<file path="config.mk">
export PLATFORM = sky130hd
export DESIGN_NAME = dp_ram_ctrl
export DESIGN_NICKNAME = d
export VERILOG_FILES = /design/src/rtl/dp_ram_ctrl.sv
export SDC_FILE = /design/constraint.sdc
export NUM_CORES = 1
export LEC_CHECK = 0
export CORE_MARGIN = 2
export CORE_UTILIZATION = 59
export CTS_CLUSTER_SIZE = 10
export DETAILED_ROUTE_END_ITERATION = 8
export PLACE_DENSITY = 0.87
export SLEW_MARGIN = 0
export SYNTH_ARGS = -nofsm -noshare
export SYNTH_HDL_FRONTEND = slang
export SYNTH_SLANG_ARGS = --single-unit
</file>
<file path="constraint.sdc">
create_clock -name clk -period 3.3 [get_ports clk]
set_clock_uncertainty 0.15 [all_clocks]
set_input_delay 0.66 -clock clk [delete_from_list [all_inputs] [get_ports clk]]
set_output_delay 0.66 -clock clk [all_outputs]
set_load 0.1 [all_outputs]
</file>
<file path="src/rtl/dp_ram_ctrl.sv">
// -----------------------------------------------------------------------------
// dp_ram_ctrl
// Parametrised true dual-port synchronous RAM shared by two masters on a single
// clock. After reset an optional sequencer clears the whole array. Same-address
// conflicts between the ports are resolved deterministically and flagged with a
// one-cycle collision pulse.
//
// Ports:
//   clk, rst_n          rising-edge clock, asynchronous active-low reset
//   cs                  chip select shared by both ports
//   a_we/a_re/a_oe      port A write, read and output enables
//   a_addr/a_din        port A address and write data
//   a_dout/a_valid      port A read data and "captured last cycle" flag
//   b_*                 port B, identical to port A
//   busy                clear sequencer running, all requests ignored
//   collision           a same-address conflict was resolved last cycle
// -----------------------------------------------------------------------------
module dp_ram_ctrl #(
  parameter int DATA_W   = 8,
  parameter int ADDR_W   = 5,
  parameter int WR_PRIO  = 0,
  parameter int RD_MODE  = 0,
  parameter int IDLE_VAL = 1,
  parameter int INIT_EN  = 1
) (
  input  logic              clk,
  input  logic              rst_n,
  input  logic              cs,
  input  logic              a_we,
  input  logic              a_re,
  input  logic              a_oe,
  input  logic [ADDR_W-1:0] a_addr,
  input  logic [DATA_W-1:0] a_din,
  output logic [DATA_W-1:0] a_dout,
  output logic              a_valid,
  input  logic              b_we,
  input  logic              b_re,
  input  logic              b_oe,
  input  logic [ADDR_W-1:0] b_addr,
  input  logic [DATA_W-1:0] b_din,
  output logic [DATA_W-1:0] b_dout,
  output logic              b_valid,
  output logic              busy,
  output logic              collision
);

  localparam int                DEPTH     = 2 ** ADDR_W;
  localparam logic [DATA_W-1:0] IDLE_WORD = DATA_W'(IDLE_VAL);
  localparam logic [ADDR_W-1:0] LAST_ADDR = ADDR_W'(DEPTH - 1);
  localparam logic              B_WINS    = 1'(WR_PRIO != 0);
  localparam logic              WR_THRU   = 1'(RD_MODE != 0);
  localparam logic              RST_BUSY  = 1'(INIT_EN != 0);

  typedef enum logic {
    ST_INIT  = 1'b0,
    ST_READY = 1'b1
  } state_e;

  localparam state_e RST_STATE = (INIT_EN != 0) ? ST_INIT : ST_READY;

  state_e              state_q, state_d;
  logic [ADDR_W-1:0]   init_cnt_q, init_cnt_d;
  logic                busy_q, busy_d;

  logic [DATA_W-1:0]   mem_q [DEPTH];

  logic [DATA_W-1:0]   a_rdata_q, a_rdata_d;
  logic [DATA_W-1:0]   b_rdata_q, b_rdata_d;
  logic                a_valid_q, a_valid_d;
  logic                b_valid_q, b_valid_d;
  logic                a_hold_q, a_hold_d;
  logic                b_hold_q, b_hold_d;
  logic                coll_q, coll_d;

  logic                act_s;
  logic                a_wr_s, a_rd_s, b_wr_s, b_rd_s;
  logic                same_addr_s;
  logic                wr_clash_s;
  logic                a_wr_keep_s, b_wr_keep_s;

  // Sequencer next state: walk init_cnt over every word, then park in READY.
  always_comb begin
    state_d    = state_q;
    init_cnt_d = init_cnt_q;
    case (state_q)
      ST_INIT: begin
        init_cnt_d = init_cnt_q + ADDR_W'(1);
        if (init_cnt_q == LAST_ADDR) begin
          state_d = ST_READY;
        end else begin
          state_d = ST_INIT;
        end
      end
      ST_READY: begin
        state_d = ST_READY;
      end
      default: begin
        state_d = RST_STATE;
      end
    endcase
    busy_d = (state_d == ST_INIT);
  end

  // Request qualification and conflict resolution between the two ports.
  always_comb begin
    act_s       = (state_q == ST_READY) & cs;
    a_wr_s      = act_s & a_we;
    a_rd_s      = act_s & a_re;
    b_wr_s      = act_s & b_we;
    b_rd_s      = act_s & b_re;
    same_addr_s = (a_addr == b_addr);
    wr_clash_s  = a_wr_s & b_wr_s & same_addr_s;
    // The losing write of a same-address clash is dropped entirely.
    a_wr_keep_s = a_wr_s & ~(wr_clash_s & B_WINS);
    b_wr_keep_s = b_wr_s & ~(wr_clash_s & ~B_WINS);
    coll_d      = same_addr_s & ((a_wr_s & b_wr_s) |
                                 (a_rd_s & b_wr_s) |
                                 (b_rd_s & a_wr_s));
  end

  // Read data selection: a port never forwards its own write, only the other's.
  always_comb begin
    a_rdata_d = a_rdata_q;
    b_rdata_d = b_rdata_q;
    if (a_rd_s) begin
      if (WR_THRU && b_wr_s && same_addr_s) begin
        a_rdata_d = b_din;
      end else begin
        a_rdata_d = mem_q[a_addr];
      end
    end else begin
      a_rdata_d = a_rdata_q;
    end
    if (b_rd_s) begin
      if (WR_THRU && a_wr_s && same_addr_s) begin
        b_rdata_d = a_din;
      end else begin
        b_rdata_d = mem_q[b_addr];
      end
    end else begin
      b_rdata_d = b_rdata_q;
    end
    a_valid_d = a_rd_s;
    b_valid_d = b_rd_s;
    a_hold_d  = a_hold_q | a_rd_s;
    b_hold_d  = b_hold_q | b_rd_s;
  end

  // Control and read-path registers.
  always_ff @(posedge clk or negedge rst_n) begin
    if (!rst_n) begin
      state_q    <= RST_STATE;
      init_cnt_q <= '0;
      busy_q     <= RST_BUSY;
      a_rdata_q  <= '0;
      b_rdata_q  <= '0;
      a_valid_q  <= 1'b0;
      b_valid_q  <= 1'b0;
      a_hold_q   <= 1'b0;
      b_hold_q   <= 1'b0;
      coll_q     <= 1'b0;
    end else begin
      state_q    <= state_d;
      init_cnt_q <= init_cnt_d;
      busy_q     <= busy_d;
      a_rdata_q  <= a_rdata_d;
      b_rdata_q  <= b_rdata_d;
      a_valid_q  <= a_valid_d;
      b_valid_q  <= b_valid_d;
      a_hold_q   <= a_hold_d;
      b_hold_q   <= b_hold_d;
      coll_q     <= coll_d;
    end
  end

  // Storage array: no reset, cleared only by the sequencer.
  always_ff @(posedge clk) begin
    if (state_q == ST_INIT) begin
      mem_q[init_cnt_q] <= '0;
    end else begin
      if (a_wr_keep_s) begin
        mem_q[a_addr] <= a_din;
      end
      if (b_wr_keep_s) begin
        mem_q[b_addr] <= b_din;
      end
    end
  end

  // Until a port has read once its register holds no real data, so keep IDLE.
  assign a_dout    = (cs & a_oe & a_hold_q) ? a_rdata_q : IDLE_WORD;
  assign b_dout    = (cs & b_oe & b_hold_q) ? b_rdata_q : IDLE_WORD;
  assign a_valid   = a_valid_q;
  assign b_valid   = b_valid_q;
  assign busy      = busy_q;
  assign collision = coll_q;

endmodule
</file>
## After elaboration in Yosys (flattened, before gate mapping)

Memories as Yosys holds them, arrays and structs flattened. A register that Yosys moved wholly into a read port is not among the register bits.
Cells that the tools add are included.

- Memories: 1
- Output and inout port bits: 20
- Bits in latches: 0
- Bits of input ports: 35
- RAM bits: 256
- Bits in registers: 12
- ROM bits: 0

Memory list:

| name | words | width | read ports | clocked after Yosys merged registers in | write ports | line | RTL |
|---|---|---|---|---|---|---|---|
| mem_q | 32 | 8 | 2 | 2 | 2 | 65 | `logic [DATA_W-1:0] mem_q [DEPTH];` |

- Multipliers: 0
- Mux-type cells: 14
- Div/mod/pow operators: 0
- Add/subtract/negate cells: 1
- Shift-type cells: 0
- Equality and inequality tests: 2
- Magnitude comparators: 0
- Reductions and logical operators: 3
- Bitwise gates (word level): 22

Operators by type and width:

| kind | count |
|---|---|
| 8-bit 2-to-1 mux | 3 |
| 1-bit AND | 15 |
| 1-bit 2-to-1 mux | 9 |
| 8-bit OR reduction | 1 |
| 5-bit by 1-bit adder with 5-bit output (second input constant) | 1 |
| 5-bit equality test | 1 |
| 5-bit equality test (second input constant) | 1 |
| 5-bit 2-to-1 mux | 1 |
| 1-bit bitwise OR | 4 |
| 1-bit inverter | 3 |
| 1-bit logical NOT | 2 |
| 1-bit one-hot mux with 2 select lines | 1 |

## Logic depth before layout (Yosys ltp)

- Word-level depth: 9
- Mapped depth: 8

## Worst setup path after synthesis

OpenSTA, ideal clock, no wires.

- Path type: input-to-reg
- Start: input a_addr[1]
- End: memory mem_q[24][0] (enable)
- Cell stages on the path: 6
- Setup slack: 0.577 ns
- Path buffers: 3
- Data arrival time: 2.189 ns
- Library setup time: 0.384 ns
- Cells stage by stage: buf_2 buf_4 buf_2 o31ai_1 nand2_1 o21ai_0

RTL lines:

| element | line | RTL |
|---|---|---|
| from (decl) | 32 | `input logic [ADDR_W-1:0] a_addr,` |
| to (decl) | 65 |  |

==> results.toml <==
[status]
status = "finished clean"

[route]
drtAntennaViolNets = 0
drtPass1Iterations = 6
viasPerCell = 7.27
vias = 11970
drtIter0Drc = 1718
drcViolationCount = 0
routedWlPerCell_microns = 32.0
drt_wl_total_mm = 52.7

[sta]
finalSetupTns_ns = 0
setup_viol = 0
maxSlewHeadroom_pct = 32.0
layout_min_cycle_time_ns = 2.90
whs_ns = 0.315
finalHoldViolCount = 0
worst_slack_ns = 0.403
rsz0062_at_grt = "false"
fin_crit_sh_pct = 87.8
tightestPinTransition_ns = 1.02
drv_slew = 0
fmax_ghz = 0.345

[critical_path]
worstSetupStartpointType = "input pin"
r2r_start = "state_q"
r2r_slack_ns = 0.53
r2r_cells = 5
crit_arrival_ns = 2.87
r2r_end = "mem_q[21][2]"
cp_max_fo = 10
required_ns = 3.27
worstSetupPathType = "input pin to register"
end_kind = "register"

[power]
p_clk_share_pct = 39.2
power.switching_mw = 2.09
power_mw = 8.41
switching_share_pct = 24.8
powerDensity_nw_per_um2 = 412
combPwrFrac_pct = 13.5
power.leakage_nw = 7.75
power_frac_seq_pct = 47.3
p_int_mw = 6.33
ir_worst_vdd_mv = 0.420

[logic_synthesis]
syn_inst = 1133
yosysTopAreaCell = "edfxtp_1"
synth_nets = 1170
netlist_area_sq_um = 17600
synthFlopType = "edfxtp_1"
synth_seq_cells = 284
synthTopCellsByArea = "edfxtp_1 (44%), mux2_2 (16%), mux4_2 (13%)"
synth.most_common_cell = "edfxtp_1"
ys_warn_count = 0
avgSynthCellArea_sq_um = 15.5
synth.distinct_cells = 68
synth_edf_count = 256
yosysTopAreaCellShare_pct = 43.7
async_reset_ff_share_pct = 9.86
synth_seq_area_share_pct = 47.7
yosys-top-cells-count = "edfxtp_1 (256), mux2_2 (255), mux4_2 (105)"

[final_layout]
multi_input_area_sq_um = 8520
post-route-util_pct = 69.2
regArea_sq_um = 8390
final_net_count = 1277
area_growth_pct = 16.0
drive_gt1_share_pct = 48.9
nFillCells = 1900
final_area_sq_um = 20400
final_cells = 1646

[die]
io_pins = 55
die-area_sq_um = 31200
fp.dieH_microns = 177
core-area_sq_um = 29500
die_x_microns = 177
start_util_pct = 59.7
row_count = 63

[cts]
ctsLongestPathBuffers = 3
clock-root-buffer = "clkbuf_16"
holdBufCountCts = 0
cts_max_level = 2
clkTransAtPathRegs_ns = 0.06
cts_inserted_buffers = 34
post_cts_buffers = 0
cts-resized-gates = 0
cts_tree = "done"
clock-sinks = 284
insertion_delay_ns = 0.51

[worst_hold_path]
hold_path_end = "a_hold_q"
hp-class = "register to register"
whs_path_depth = 1
min-delay-start = "a_hold_q"

[place]
post-dp-hpwl_mm = 36.1
place_inst = 1594
portBuffers = 54
place_area_sq_um = 19500
gp_congestion = 1.12
dpl_worst_slack_ns = -0.0360

[flow_run]
cap_viol_max_count = 0

[grt]
grt_pass1_wl_mm = 78.4
grt_use_met1_pct = 48.3
grtUsageTotal_pct = 34.6
overflow = 0
grtUsageMet3_pct = 7.60
antenna_found_initial = 1
use_met2_pct = 53.2
grt_pass1_vias = 11698
grt_max_degree = 41
grt-busiest-layer = "met2"
## worst max path at each step
| stage | start | cells past startpoint | slack [ns] | to |
|---|---|---|---|---|
| after global routing | cs | 8 | 0.35 | mem_q[6][5] |
| after floorplan | a_addr[1] | 6 | 0.58 | mem_q[24][0] |
| after global placement | cs | 7 | 0.04 | mem_q[21][0] |
| after detailed placement | cs | 7 | -0.04 | mem_q[21][2] |
| after CTS | cs | 5 | 0.43 | a_dout[1] |
| final | cs | 7 | 0.40 | mem_q[21][2] |
## kinds of logic (layout without fill, tap and decap cells)
group                      Yosys count  after routing  share of synthesized area [%]
and+or+nand+nor                    160            160                           5.22
DFF                                284            284                           47.7
AOI/OAI and AO/OA                  152            152                           8.40
adders and majority gates            2              2                          0.142
buffers and inverters              127            248                           3.92
muxes                              400            400                           34.2
other                                0              2                              0
xor gates and xnor gates             8              8                          0.441
## cell type report
cell class              instances  share of cell area (%)
diodes                          2                  0.0245
clock buffers                  47                    4.51
clock inverters                 3                  0.0920
inverters                       7                   0.129
multi-input cells             722                    41.8
flip-flops and latches        284                    41.1
well taps                     390                    2.39
repair buffers                191                    9.98
## cell usage in the layout, fill, tap and decap left out, drive strengths merged, types with 3 or more instances in the layout
cell           count
nor2               8
or3                4
edfxtp           256
mux2             263
a31oi             30
nand2b             9
and3               5
o32a               4
nor2b             11
a211oi             3
nand3b             6
inv                8
o21ai             20
nand2             28
nor3b              3
nand3             37
mux2i             11
o311ai             3
or4                8
xnor2              8
clkbuf            47
o21bai            23
a22oi             11
o22ai             33
o31ai              5
and2              25
clkdlybuf4s50     29
buf              162
dfrtp             27
mux4             126
or3b               3
nor3               8
a21boi             3
## registers in the layout, summed over array words and instances, names as in the netlist
signal	flops
state_q	1
b_rdata_q	8
collision	1
init_cnt_q	5
a_hold_q	1
mem_q	256
b_valid	1
a_rdata_q	8
b_hold_q	1
busy	1
a_valid	1
## metal layers
| layer | wire length (microns) | up-vias |
|---|---|---|
| li1 | - | 4862 |
| met1 | 19800 | 6097 |
| met2 | 24300 | 866 |
| met3 | 6160 | 145 |
| met4 | 2500 | 0 |
| met5 | 0 | - |
## worst max-delay path, cell delays in order
cell and delay, ns:
clkdlybuf4s50_1 0.45, buf_4 0.19, and3_1 0.24, nor3b_1 0.20, a31oi_1 0.11, buf_4 0.21, o21bai_1 0.79
## power by group through the flow
stage,sequential (mW),clock [mW],combinational [mW]
2_1_floorplan,4.05,0,0.710
3_3_place_gp,4.04,0,1.08
3_5_place_dp,4.05,0,1.10
4_1_cts,3.98,3.32,1.11
5_1_grt,3.98,3.45,1.17
6_report,3.98,3.30,1.14
Note: power is estimated with default switching activity, not from simulation.
